File: config.mk
export PLATFORM = sky130hd
export DESIGN_NAME = plic_mem_arbiter
export DESIGN_NICKNAME = d
export VERILOG_FILES = /design/src/rtl/plic_mem_arbiter.sv
export SDC_FILE = /design/constraint.sdc
export NUM_CORES = 1
export LEC_CHECK = 0
export ABC_CLOCK_PERIOD_IN_PS = 1800
export CAP_MARGIN = 20
export CORE_ASPECT_RATIO = 2
export CORE_MARGIN = 1
export CORE_UTILIZATION = 43
export CTS_CLUSTER_DIAMETER = 50
export DETAILED_ROUTE_END_ITERATION = 8
export MAX_ROUTING_LAYER = met4
export PLACE_DENSITY = 0.8
export SLEW_MARGIN = 20
export SYNTH_ARGS = -nofsm -noshare
export SYNTH_HDL_FRONTEND = slang
export SYNTH_SLANG_ARGS = --single-unit
File: constraint.sdc
create_clock -name pclk_i -period 1.8 [get_ports pclk_i]
set_input_delay 0.27 -clock pclk_i [delete_from_list [all_inputs] [get_ports pclk_i]]
set_output_delay 0.27 -clock pclk_i [all_outputs]
set_load 0.005 [all_outputs]
File: src/rtl/plic_mem_arbiter.sv
// plic_mem_arbiter
// Shares one single-port memory between NUM_REQ request front ends.
// Each front end sends a one-cycle csb pulse. The pulse is buffered per requester.
// Requests are then served round-robin with one memory access outstanding at a time.
// Optional feature macro: PLIC_ARB_TIMEOUT_EN adds a WAIT-state watchdog that gives up
// after TIMEOUT_CYC cycles and answers with err=1, rdata=0.

module plic_mem_arbiter #(
    parameter int NUM_REQ        = 2,
    parameter int MEM_ADDR_WIDTH = 13,
    parameter int DATA_WIDTH     = 32,
    parameter int DOMAIN_W       = 1,
    parameter int TIMEOUT_CYC    = 256
) (
    input  logic                               pclk_i,
    input  logic                               prst_n_i,
    input  logic [NUM_REQ-1:0]                 req_csb_i,
    input  logic [NUM_REQ-1:0]                 req_rwb_i,
    input  logic [NUM_REQ*MEM_ADDR_WIDTH-1:0]  req_addr_i,
    input  logic [NUM_REQ*DATA_WIDTH/8-1:0]    req_wm_i,
    input  logic [NUM_REQ*DATA_WIDTH-1:0]      req_wdata_i,
    input  logic [NUM_REQ-1:0]                 req_pri_i,
    input  logic [NUM_REQ-1:0]                 req_sec_i,
    input  logic [NUM_REQ-1:0]                 req_data_i,
    input  logic [NUM_REQ*DOMAIN_W-1:0]        req_did_i,
    output logic [NUM_REQ-1:0]                 req_rdy_o,
    output logic [NUM_REQ-1:0]                 req_err_o,
    output logic [NUM_REQ*DATA_WIDTH-1:0]      req_rdata_o,
    output logic                               mem_csb_o,
    output logic                               mem_rwb_o,
    output logic [MEM_ADDR_WIDTH-1:0]          mem_addr_o,
    output logic [DATA_WIDTH/8-1:0]            mem_wm_o,
    output logic [DATA_WIDTH-1:0]              mem_wdata_o,
    output logic                               mem_pri_o,
    output logic                               mem_sec_o,
    output logic                               mem_data_o,
    output logic [DOMAIN_W-1:0]                mem_did_o,
    input  logic                               mem_rdy_i,
    input  logic                               mem_err_i,
    input  logic [DATA_WIDTH-1:0]              mem_rdata_i,
    output logic                               arb_busy_o,
    output logic [$clog2(NUM_REQ)-1:0]         arb_gnt_o
);

    localparam int GW  = $clog2(NUM_REQ);
    localparam int MAW = MEM_ADDR_WIDTH;
    localparam int DW  = DATA_WIDTH;
    localparam int MW  = DATA_WIDTH / 8;

    typedef enum logic [1:0] {
        ST_IDLE = 2'd0,
        ST_WAIT = 2'd1,
        ST_RESP = 2'd2
    } state_e;

    state_e                state_q, state_d;
    logic [NUM_REQ-1:0]    pend_q, pend_d;
    logic [GW-1:0]         gnt_q, gnt_d;
    logic [GW-1:0]         lastGnt_q, lastGnt_d;
    logic [DW-1:0]         respData_q, respData_d;
    logic                  respErr_q, respErr_d;

    logic [NUM_REQ-1:0]    bufRwb_q, bufPri_q, bufSec_q, bufData_q;
    logic [MAW-1:0]        bufAddr_q  [NUM_REQ];
    logic [MW-1:0]         bufWm_q    [NUM_REQ];
    logic [DW-1:0]         bufWdata_q [NUM_REQ];
    logic [DOMAIN_W-1:0]   bufDid_q   [NUM_REQ];

    logic [NUM_REQ-1:0]    capture;
    logic [GW-1:0]         win;
    logic                  winValid;
    logic [GW-1:0]         sel;
    logic                  memDrive;
    logic                  tmrExpired;

    // A pulse is only accepted from a requester that has nothing queued yet.
    assign capture = ~req_csb_i & ~pend_q;

`ifdef PLIC_ARB_TIMEOUT_EN
    localparam int TW = $clog2(TIMEOUT_CYC + 1);
    logic [TW-1:0] tmr_q, tmr_d;

    // The watchdog counts WAIT cycles and restarts from zero on every WAIT entry.
    always_comb begin
        tmr_d = '0;
        if (state_q == ST_WAIT) begin
            tmr_d = tmr_q + 1'b1;
        end
    end

    // Watchdog counter register.
    always_ff @(posedge pclk_i or negedge prst_n_i) begin
        if (!prst_n_i) begin
            tmr_q <= '0;
        end else begin
            tmr_q <= tmr_d;
        end
    end

    // The last allowed WAIT cycle is the one where the count reads TIMEOUT_CYC-1.
    assign tmrExpired = (tmr_q == TW'(TIMEOUT_CYC - 1));
`else
    // The watchdog is not built, so WAIT only leaves on mem_rdy_i. This compare is constant false.
    assign tmrExpired = (TIMEOUT_CYC < 0);
`endif

    // Round-robin pick: scan from lastGnt+1 upward and let the nearest pending requester win.
    always_comb begin
        logic [GW-1:0] cand;
        win      = lastGnt_q;
        winValid = 1'b0;
        cand     = '0;
        for (int i = NUM_REQ; i >= 1; i--) begin
            cand = GW'((int'(lastGnt_q) + i) % NUM_REQ);
            if (pend_q[cand]) begin
                win      = cand;
                winValid = 1'b1;
            end
        end
    end

    // Per-requester request buffers. They load only when the pulse is accepted.
    always_ff @(posedge pclk_i or negedge prst_n_i) begin
        if (!prst_n_i) begin
            bufRwb_q  <= '0;
            bufPri_q  <= '0;
            bufSec_q  <= '0;
            bufData_q <= '0;
            for (int k = 0; k < NUM_REQ; k++) begin
                bufAddr_q[k]  <= '0;
                bufWm_q[k]    <= '0;
                bufWdata_q[k] <= '0;
                bufDid_q[k]   <= '0;
            end
        end else begin
            for (int k = 0; k < NUM_REQ; k++) begin
                if (capture[k]) begin
                    bufRwb_q[k]   <= req_rwb_i[k];
                    bufPri_q[k]   <= req_pri_i[k];
                    bufSec_q[k]   <= req_sec_i[k];
                    bufData_q[k]  <= req_data_i[k];
                    bufAddr_q[k]  <= req_addr_i[k*MAW +: MAW];
                    bufWm_q[k]    <= req_wm_i[k*MW +: MW];
                    bufWdata_q[k] <= req_wdata_i[k*DW +: DW];
                    bufDid_q[k]   <= req_did_i[k*DOMAIN_W +: DOMAIN_W];
                end
            end
        end
    end

    // Arbiter next-state logic. Pending bits set on capture and clear in RESP.
    always_comb begin
        state_d    = state_q;
        pend_d     = pend_q | capture;
        gnt_d      = gnt_q;
        lastGnt_d  = lastGnt_q;
        respData_d = respData_q;
        respErr_d  = respErr_q;
        case (state_q)
            ST_IDLE: begin
                if (winValid) begin
                    gnt_d     = win;
                    lastGnt_d = win;
                    state_d   = ST_WAIT;
                end
            end
            ST_WAIT: begin
                if (mem_rdy_i) begin
                    respData_d = mem_rdata_i;
                    respErr_d  = mem_err_i;
                    state_d    = ST_RESP;
                end else if (tmrExpired) begin
                    respData_d = '0;
                    respErr_d  = 1'b1;
                    state_d    = ST_RESP;
                end
            end
            ST_RESP: begin
                pend_d[gnt_q] = 1'b0;
                state_d       = ST_IDLE;
            end
            default: begin
                state_d = ST_IDLE;
            end
        endcase
    end

    // Arbiter state registers. lastGnt resets to the top index so requester 0 wins first.
    always_ff @(posedge pclk_i or negedge prst_n_i) begin
        if (!prst_n_i) begin
            state_q    <= ST_IDLE;
            pend_q     <= '0;
            gnt_q      <= '0;
            lastGnt_q  <= GW'(NUM_REQ - 1);
            respData_q <= '0;
            respErr_q  <= 1'b0;
        end else begin
            state_q    <= state_d;
            pend_q     <= pend_d;
            gnt_q      <= gnt_d;
            lastGnt_q  <= lastGnt_d;
            respData_q <= respData_d;
            respErr_q  <= respErr_d;
        end
    end

    // Memory-side mux. It shows the winner during the IDLE grant cycle and the owner afterwards.
    // When nothing is pending in IDLE, the memory side is driven to zero.
    always_comb begin
        sel       = (state_q == ST_IDLE) ? win : gnt_q;
        memDrive  = (state_q != ST_IDLE) || winValid;
        mem_csb_o = ~((state_q == ST_IDLE) && winValid);
        mem_rwb_o   = 1'b0;
        mem_addr_o  = '0;
        mem_wm_o    = '0;
        mem_wdata_o = '0;
        mem_pri_o   = 1'b0;
        mem_sec_o   = 1'b0;
        mem_data_o  = 1'b0;
        mem_did_o   = '0;
        if (memDrive) begin
            mem_rwb_o   = bufRwb_q[sel];
            mem_addr_o  = bufAddr_q[sel];
            mem_wm_o    = bufWm_q[sel];
            mem_wdata_o = bufWdata_q[sel];
            mem_pri_o   = bufPri_q[sel];
            mem_sec_o   = bufSec_q[sel];
            mem_data_o  = bufData_q[sel];
            mem_did_o   = bufDid_q[sel];
        end
    end

    // Requester-side responses. Only the owner sees data and error, and only during RESP.
    always_comb begin
        req_rdy_o   = '0;
        req_err_o   = '0;
        req_rdata_o = '0;
        for (int k = 0; k < NUM_REQ; k++) begin
            req_rdy_o[k] = ~pend_q[k];
            if ((state_q == ST_RESP) && (gnt_q == GW'(k))) begin
                req_rdy_o[k]              = 1'b1;
                req_err_o[k]              = respErr_q;
                req_rdata_o[k*DW +: DW]   = respData_q;
            end
        end
    end

    assign arb_busy_o = (state_q != ST_IDLE);
    assign arb_gnt_o  = gnt_q;

endmodule
==> flow_summary.ini <==
[global_routing]
grt_use_total = 0.3205
overflow = 0
antenna_found_initial = 0
grt_max_degree = 49
grt_pass1_vias = 6353
grt_pass1_wl_mm = 35.22

[critical_path]
ff2ff_setup_slack_ns = -0.02
r2r_cells = 10
start_kind = flop
rr_startpoint = state_q[1]$_DFFE_PN0P_
crit_fanout = 4
r2r_end = pend_q[1]$_DFF_PN0_
arrival_ns = 2.30
crit_required_ns = 1.53
worstSetupPathType = reg2out
worstSetupEndpointType = output port

[detailed_routing]
drt-initial-drc-count = 231
routed_wl_mm = 26.77
route.detailed.drc = 0
drtPass1Iterations = 4
wl_per_cell_um = 25.59
antenna_violating_nets_post_route = 0
vias = 5768
vias_per_cell = 5.514

[place]
dp_hpwl_mm = 13.67
io_buffer_count = 270
dp_cells = 924
place_ws_ns = -0.4553
gp_congestion = 0.8635

[timing]
finalSetupViolCount = 125
slew_headroom = 0.6732
timing.final.crit_share = 1.426
worst_slew_pin_slew_ns = 0.4902
slew_viol_final = 0
max_clock_freq_mhz = 389.7
timing_hold_violations_final = 0
min_period_ns = 2.566
fin_skew_ns = 0.01347
setup_slack_ns = -0.7659
rsz0062_at_grt = yes

[clocking]
clk_latency_ns = 0.42
clockRootBuffer = clkbuf_16
clk_path_buf_depth = 2
cts_inserted_buffers = 17
clk_pin_slew_ns = 0.07
clkSinkCount = 147
htreeDepth = 4
cts_tree = yes

[synthesis]
synthesis.nets = 613
post_synth.cell_area_avg_um2 = 14.07
ys_types = 28
synthCells = 467
synth_area_um2 = 6569
yosysSeqAreaShare = 0.5602
ys_seq_elements = 147
ys_warn_count = 0

[power_and_ir_drop]
cellPowerDensity_nw_per_um2 = 1587
leakage_nw = 5.317
vdd_ir_drop_max_v = 0.0008388
fin_total_pwr_mw = 18.49

[layout]
layout.nets = 985
area_growth_pct = 77.33
diodes = 0
mostFrequentLayoutCells = 144 x dfrtp_1, 144 x clkdlybuf4s50_1, 141 x mux2_2
fin_cells = 1046
drive_above_1_share = 0.5770

[die]
core_area_um2 = 14900
fp.dieH_um = 176.8
io_pins = 271
fp.dieW_um = 89.40
start_util = 0.4409
dieArea_um2 = 15800
row_count = 63

[run_status]
violations = setup timing
status = finished, violations left

[worst_hold_path]
min_path_type = in2async

[job]
drv_cap = 0
## power breakdown
group          switching (mW)  internal (mW)  total [mW]  leakage (nW)
clock network            1.37           2.52        3.89         0.309
logic                    3.28           5.33        8.61          3.25
registers                1.13           4.86        5.99          1.76
## worst max-delay path: stages (launching register included)
cell and delay, ns:
dfrtp_1 0.41, nor2b_1 0.33, o22ai_4 0.12, buf_6 0.14, buf_12 0.12, buf_16 0.12, buf_8 0.12, buf_12 0.12
buf_6 0.11, a22o_1 0.17, buf_2 0.12
## synthesized netlist by cell type
library cell	instances	area, um2
mux2_2	141	1588
nor3_1	1	5.000
nor3b_1	1	7.510
buf_6	12	135.1
nor2_4	1	11.26
dfstp_2	1	26.28
nand2b_1	2	12.51
and2_1	66	412.9
dfrtp_1	146	3654
o22ai_4	1	20.02
or3b_4	1	11.26
buf_2	13	65.06
nor2_2	1	6.260
clkbuf_1	7	26.28
a211oi_1	1	7.510
nor2b_1	1	6.260
a22o_1	55	481.7
o22a_1	1	8.760
a21oi_1	2	10.01
buf_4	1	7.510
nand2_1	1	3.750
nor2_1	2	7.510
a31oi_1	1	6.260
and3b_1	1	8.760
inv_1	4	15.01
o21ai_0	1	5.000
nand3b_1	1	7.510
nor3b_2	1	12.51
## cell families (layout without fill, tap and decap cells)
kind of cell / after synthesis / after routing / share of synthesized area
DFF: 147 / 147 / 0.5602
muxes: 141 / 141 / 0.2417
and+or+nand+nor: 80 / 80 / 0.07810
AOI/OAI and AO/OA: 62 / 63 / 0.08210
buffers and inverters: 37 / 420 / 0.03790
## timing repair
action | 4_1_cts | 5_1_grt
resized for setup | 644 | 74
hold endpoints to repair | 42 | 0
pin swaps | 48 | 38
setup endpoints to repair | 125 | 125
setup buffers | 59 | 19
cloned | 16 | 8
hold buffers | 1 | 0
## sequential cells by signal (all words and copies together), names as in the netlist, 2 cells and up
signal	flops
bufSec_q	2
pend_q	2
state_q	2
bufRwb_q	2
bufData_q	2
bufWm_q	8
bufWdata_q	64
bufAddr_q	26
bufPri_q	2
respData_q	32
bufDid_q	2
## cell type report
type	instances	area [um2]
Inverter	4	17.52
Sequential cell	147	3682
Multi-Input combinational cell	284	2885
Fill cell	822	3249
Clock buffer	21	460.4
Timing Repair Buffer	385	4179
Clock inverter	10	180.2
Tap cell	195	244.0
## worst max path at each step
stage                      startpoint         endpoint  slack, ns  depth (start not counted)
2_1_floorplan  state_q[0]$_DFFE_PN0P_    mem_addr_o[0]        0.1                          5
3_3_place_gp   state_q[1]$_DFFE_PN0P_   mem_wdata_o[8]      -0.39                          7
3_5_place_dp   state_q[1]$_DFFE_PN0P_  mem_wdata_o[17]      -0.46                          6
4_1_cts        state_q[1]$_DFFE_PN0P_   mem_addr_o[12]      -0.71                         10
5_1_grt           pend_q[1]$_DFF_PN0_  mem_wdata_o[29]      -0.83                         10
6_report          pend_q[1]$_DFF_PN0_  mem_wdata_o[29]      -0.77                         10
## metal layers
metal,vias to the layer above,wire (um),global-route usage
li1,2421,-,-
met1,2877,8640,0.3106
met2,355,14830,0.5827
met3,115,1483,0.05224
met4,0,1808,0.1766
met5,-,0,-
## stage by stage
| step | setup TNS (ns) | util | cell area [um2] | hold slack, ns |
|---|---|---|---|---|
| CTS | -61.42 | 0.7600 | 11320 | 0.3699 |
| finish | -72.36 | 0.7819 | 11650 | 0.3791 |
| global placement | -29.48 | 0.6475 | 9647 | 0.2289 |
| global route | -76.81 | 0.7819 | 11650 | 0.4070 |
| floorplan | 0 | - | 6569 | -0.02559 |
| detailed placement | -35.58 | 0.6475 | 9647 | 0.2443 |
(Power assumes the default switching activity.)
